[config.mk]
export PLATFORM = sky130hd
export DESIGN_NAME = com_arbiter
export DESIGN_NICKNAME = d
export VERILOG_FILES = /design/src/rtl/com_arbiter.sv
export SDC_FILE = /design/constraint.sdc
export NUM_CORES = 1
export LEC_CHECK = 0
export CAP_MARGIN = 20
export CORE_ASPECT_RATIO = 0.6
export CORE_UTILIZATION = 48
export DETAILED_ROUTE_END_ITERATION = 6
export MAX_ROUTING_LAYER = met4
export PLACE_DENSITY = 0.81
export SLEW_MARGIN = 40
export SYNTH_ARGS = -nofsm -noshare
export SYNTH_HDL_FRONTEND = slang
export SYNTH_SLANG_ARGS = --single-unit
[constraint.sdc]
create_clock -name clk -period 3.1 [get_ports clk]
set_input_delay 0.62 -clock clk [delete_from_list [all_inputs] [get_ports clk]]
set_output_delay 0.62 -clock clk [all_outputs]
set_load 0.03 [all_outputs]
[src/rtl/com_arbiter.sv]
// rtl/com_arbiter.sv - round-robin arbiter sharing one command-write port
module com_arbiter #(
    parameter int NREQ = 2,
    parameter int DW   = 8,
    parameter int TMO  = 255
) (
    input  logic                 clk,
    input  logic                 reset,
    input  logic [NREQ-1:0]      req,
    input  logic [NREQ*DW-1:0]   cmd_in,
    input  logic                 halt,
    input  logic                 com_done,
    output logic [NREQ-1:0]      ack,
    output logic                 com_write,
    output logic [DW-1:0]        com_data,
    output logic [1:0]           grant_id,
    output logic                 busy,
    output logic                 timeout
);

    typedef enum logic [1:0] {
        IDLE  = 2'd0,
        GRANT = 2'd1,
        WRITE = 2'd2,
        WAIT  = 2'd3
    } state_t;

    localparam logic [7:0] TMO_LAST = 8'(TMO - 1);

    state_t          state;
    state_t          state_nxt;
    logic [7:0]      cnt;
    logic [3:0]      req_ext;
    logic            pick_valid;
    logic [1:0]      pick_id;
    logic [2:0]      cand;
    logic            grant_en;
    logic            tmo_hit;
    logic            com_write_d;
    logic            busy_d;
    logic            timeout_d;
    logic [NREQ-1:0] ack_d;

    assign req_ext  = 4'(req);
    assign grant_en = (state == IDLE) && !halt && pick_valid;
    // com_done has priority over an expiring counter on the same edge
    assign tmo_hit  = (state == WAIT) && !com_done && (cnt == TMO_LAST);

    // Round-robin pick: scan downward in offset so the nearest requester after grant_id wins
    always_comb begin
        pick_valid = 1'b0;
        pick_id    = grant_id;
        cand       = '0;
        for (int k = NREQ; k >= 1; k--) begin
            cand = {1'b0, grant_id} + 3'(k);
            if (cand >= 3'(NREQ)) begin
                cand = cand - 3'(NREQ);
            end
            if (req_ext[cand[1:0]]) begin
                pick_valid = 1'b1;
                pick_id    = cand[1:0];
            end
        end
    end

    // State register
    always_ff @(posedge clk or negedge reset) begin
        if (!reset) begin
            state <= IDLE;
        end else begin
            state <= state_nxt;
        end
    end

    // Next-state logic
    always_comb begin
        state_nxt = state;
        case (state)
            IDLE:    if (grant_en) state_nxt = GRANT;
            GRANT:   state_nxt = WRITE;
            WRITE:   state_nxt = WAIT;
            WAIT:    if (com_done || tmo_hit) state_nxt = IDLE;
            default: state_nxt = IDLE;
        endcase
    end

    // Output decode, one cycle ahead so every output leaves a flop
    always_comb begin
        com_write_d = (state == GRANT);
        busy_d      = (state_nxt != IDLE);
        timeout_d   = tmo_hit;
        ack_d       = '0;
        for (int i = 0; i < NREQ; i++) begin
            ack_d[i] = com_write_d && (grant_id == 2'(i));
        end
    end

    // Registered outputs, grant latch and WAIT counter
    always_ff @(posedge clk or negedge reset) begin
        if (!reset) begin
            com_write <= 1'b0;
            ack       <= '0;
            busy      <= 1'b0;
            timeout   <= 1'b0;
            com_data  <= '0;
            grant_id  <= 2'(NREQ - 1);
            cnt       <= '0;
        end else begin
            com_write <= com_write_d;
            ack       <= ack_d;
            busy      <= busy_d;
            timeout   <= timeout_d;
            if (grant_en) begin
                com_data <= cmd_in[int'(pick_id)*DW +: DW];
                grant_id <= pick_id;
            end
            if (state == WRITE) begin
                cnt <= '0;
            end else if (state == WAIT && state_nxt == WAIT) begin
                cnt <= cnt + 8'd1;
            end
        end
    end

endmodule

==> impl_metrics.json <==
{
  "maxSlewViolCount": 0,
  "hold_viol": 0,
  "row_count": 13,
  "cts-hold-fix-buffers": 0,
  "sw_frac_of_total": 0.405,
  "cts_buffer_depth": 2,
  "drt-initial-drc-count": 50,
  "cp_slowest_cell": "clkdlybuf4s50_1",
  "end_kind": "output pin",
  "path_buf_inv": 1,
  "post_cts_buffers": 0,
  "grt_antenna_before_repair": 0,
  "pwr_density_cell_nw_per_um2": 838,
  "via_per_inst": 5.30,
  "clk_latency_ps": 260,
  "ys_seq_area_frac": 0.549,
  "grt_pass1_wl_microns": 3820,
  "synth_flop_cell": "dfrtp_1",
  "pre_cts_ws_ps": 974,
  "finalSetupViolCount": 0,
  "fmax_ghz": 0.465,
  "place_area_sq_um": 1540,
  "clk_pin_slew_ps": 80,
  "crit_arrival_ps": 1530,
  "ys_ff_latch": 25,
  "switchingPower_mw": 0.538,
  "nNetsFinal": 176,
  "max_stage_delay_ps": 680,
  "power_frac_comb": 0.470,
  "grt_pass1_vias": 804,
  "n_antenna_cell": 0,
  "port_buffers": 36,
  "worst_pin_slew_ps": 510,
  "num_vias": 960,
  "hp-start": "com_data[5]$_DFFE_PN0P_",
  "die_y_microns": 39.8,
  "drtPass1Iterations": 4,
  "synth_area_leader_cell": "dfrtp_1",
  "cpLargestDelayFamily": "buffers and inverters",
  "grt_remaining_overflow": 0,
  "io_pins": 37,
  "wl_per_cell_microns": 13.0,
  "post-route-period-util": 0.694,
  "netlist_area_sq_um": 1140,
  "crit_type": "reg -> out",
  "cts_tree": "yes",
  "fp.dieW_microns": 64.9,
  "fillers": 165,
  "setup.worst_path.start_class": "flop",
  "drc": 0,
  "synth_edf_count": 0,
  "syn_inst": 112,
  "ir_drop_mv": 0.573,
  "fin_ws_ps": 947,
  "syn-num-nets": 136,
  "seqPwrFrac": 0.392,
  "routabilityCongestion": 0.907,
  "synthArstFlopShare": 1.00,
  "hold_class": "reg -> reg",
  "coreArea_sq_um": 2210,
  "ctsResizeCount": 0,
  "finalInstanceArea_sq_um": 1590,
  "start_util": 0.516,
  "routed_wl_microns": 2360,
  "p_leak_nw": 0.692,
  "ant_nets": 0,
  "status": "finished, final reports clean",
  "grt_max_degree": 26,
  "crit_fanout": 6,
  "synth_area_leaders": "dfrtp_1 (53%), mux2i_1 (7.9%), nand2_1 (5.9%)",
  "regArea_sq_um": 627,
  "synthToLayoutAreaGrowth_pct": 39.0,
  "skew_ps": 0.957,
  "tns_ps": 0,
  "cts_buffers": 3,
  "dieArea_sq_um": 2580,
  "cts-root-buf": "clkbuf_8",
  "hold_ws_ps": 482,
  "r2r-start": "cnt[0]$_DFFE_PN0P_",
  "dp.final_hpwl_microns": 1810,
  "power_mw": 1.33,
  "startpoint": "grant_id[0]$_DFFE_PN1P_",
  "period_minus_slack_ps": 2150,
  "cts_htree_levels": 1,
  "rsz0062_at_grt": "no",
  "p_int_mw": 0.791,
  "slew_headroom": 0.659,
  "path_cells": "clkdlybuf4s50_1",
  "clkPwrFrac": 0.138,
  "clkSinkCount": 25,
  "synth_top_area_share": 0.526,
  "avgSynthCellArea_sq_um": 10.2,
  "multiInputGateArea_sq_um": 487,
  "cp.required_ps": 2480,
  "synth_cell_types": 30,
  "drive_gt1_frac": 0.0596,
  "yosys_warnings": 0,
  "grtUsageTotal": 0.216,
  "max_cap_viol_count": 0
}
[synth_stat cells, types with 2 or more instances]
master / count
inv_1: 4
nand4_1: 2
o211ai_1: 2
nand3_1: 4
or3_1: 2
a21oi_1: 4
or4_1: 2
nor3_1: 4
ha_1: 2
clkbuf_1: 2
nor2b_1: 3
o21ai_0: 11
dfrtp_1: 24
mux2i_1: 9
nand2_1: 18
nor2_1: 3
nand2b_1: 3
[layer usage]
layer,GRT usage,share of wire,vias up
met4,0.0333,0,0
met5,-,0,-
met3,0.0698,0.064,0
met2,0.339,0.45,40
li1,-,-,475
met1,0.281,0.48,445
[power groups by stage]
stage / sequential (mW) / combinational, mW / clock [mW]
global route: 0.537 / 0.679 / 0.206
finish: 0.521 / 0.625 / 0.183
floorplan: 0.669 / 0.229 / 0
CTS: 0.521 / 0.629 / 0.191
detailed placement: 0.526 / 0.626 / 0
global placement: 0.517 / 0.614 / 0
[sequential cells by signal (all words and copies together), names as in the netlist]
name,flops
ack,2
grant_id,2
state,2
busy,1
timeout,1
com_data,8
com_write,1
cnt,8
[worst reg2reg max path, delay by kind of cell, from the launching register on]
family,cells,cell delay (ps)
AND/OR/NAND/NOR,2,620
AO/OA/AOI/OAI,2,270
flip-flops,1,410
buffers and inverters,1,90
adder cells (fa/ha/maj),1,220
[worst paths after layout]
kind	to	slack (ps)	depth (start not counted)
worst min register to register	com_data[5]$_DFFE_PN0P_	480	2
min in group asynchronous	cnt[2]$_DFFE_PN0P_	720	2
worst max register to register	cnt[5]$_DFFE_PN0P_	1420	6
worst min-delay path	com_data[5]$_DFFE_PN0P_	480	2
max in group asynchronous	grant_id[0]$_DFFE_PN1P_	2100	2
worst max-delay path	grant_id[0]	950	1
[area by class of cell]
class | count | share of cell area
inverters | 4 | 0.00946
repair buffers | 38 | 0.237
multi-input cells | 80 | 0.307
clock buffers | 4 | 0.0284
well taps | 30 | 0.0237
flip-flops and latches | 25 | 0.395
[cell usage in the layout, fill, tap and decap left out, types with 2 or more instances in the layout]
cell type	Yosys	routed
ha_1	2	2
nand2_1	18	18
or3_1	2	2
or4_1	2	2
o21ai_0	11	11
dfrtp_1	24	24
nand4_1	2	2
nand2b_1	3	3
mux2i_1	9	9
a21oi_1	4	4
inv_1	4	4
nor3_1	4	4
nand3_1	4	4
buf_4	0	2
clkdlybuf4s50_1	0	36
nor2_1	3	3
clkbuf_8	0	3
o211ai_1	2	2
nor2b_1	3	3
[logic make-up after synthesis]
| group | count (synthesis) | share of synthesized area |
|---|---|---|
| muxes | 9 | 0.0790 |
| DFF | 25 | 0.549 |
| adders and majority gates | 2 | 0.0219 |
| AOI/OAI and AO/OA | 24 | 0.127 |
| buffers and inverters | 7 | 0.0241 |
| and+or+nand+nor | 43 | 0.183 |
| xor gates and xnor gates | 2 | 0.0154 |
[metrics by stage]
| step | util | cells |
|---|---|---|
| floorplan | - | 112 |
| global route | 0.717 | 181 |
| global placement | 0.697 | 177 |
| finish | 0.717 | 181 |
| detailed placement | 0.697 | 177 |
| CTS | 0.717 | 181 |
Note: power is estimated with default switching activity, not from simulation.
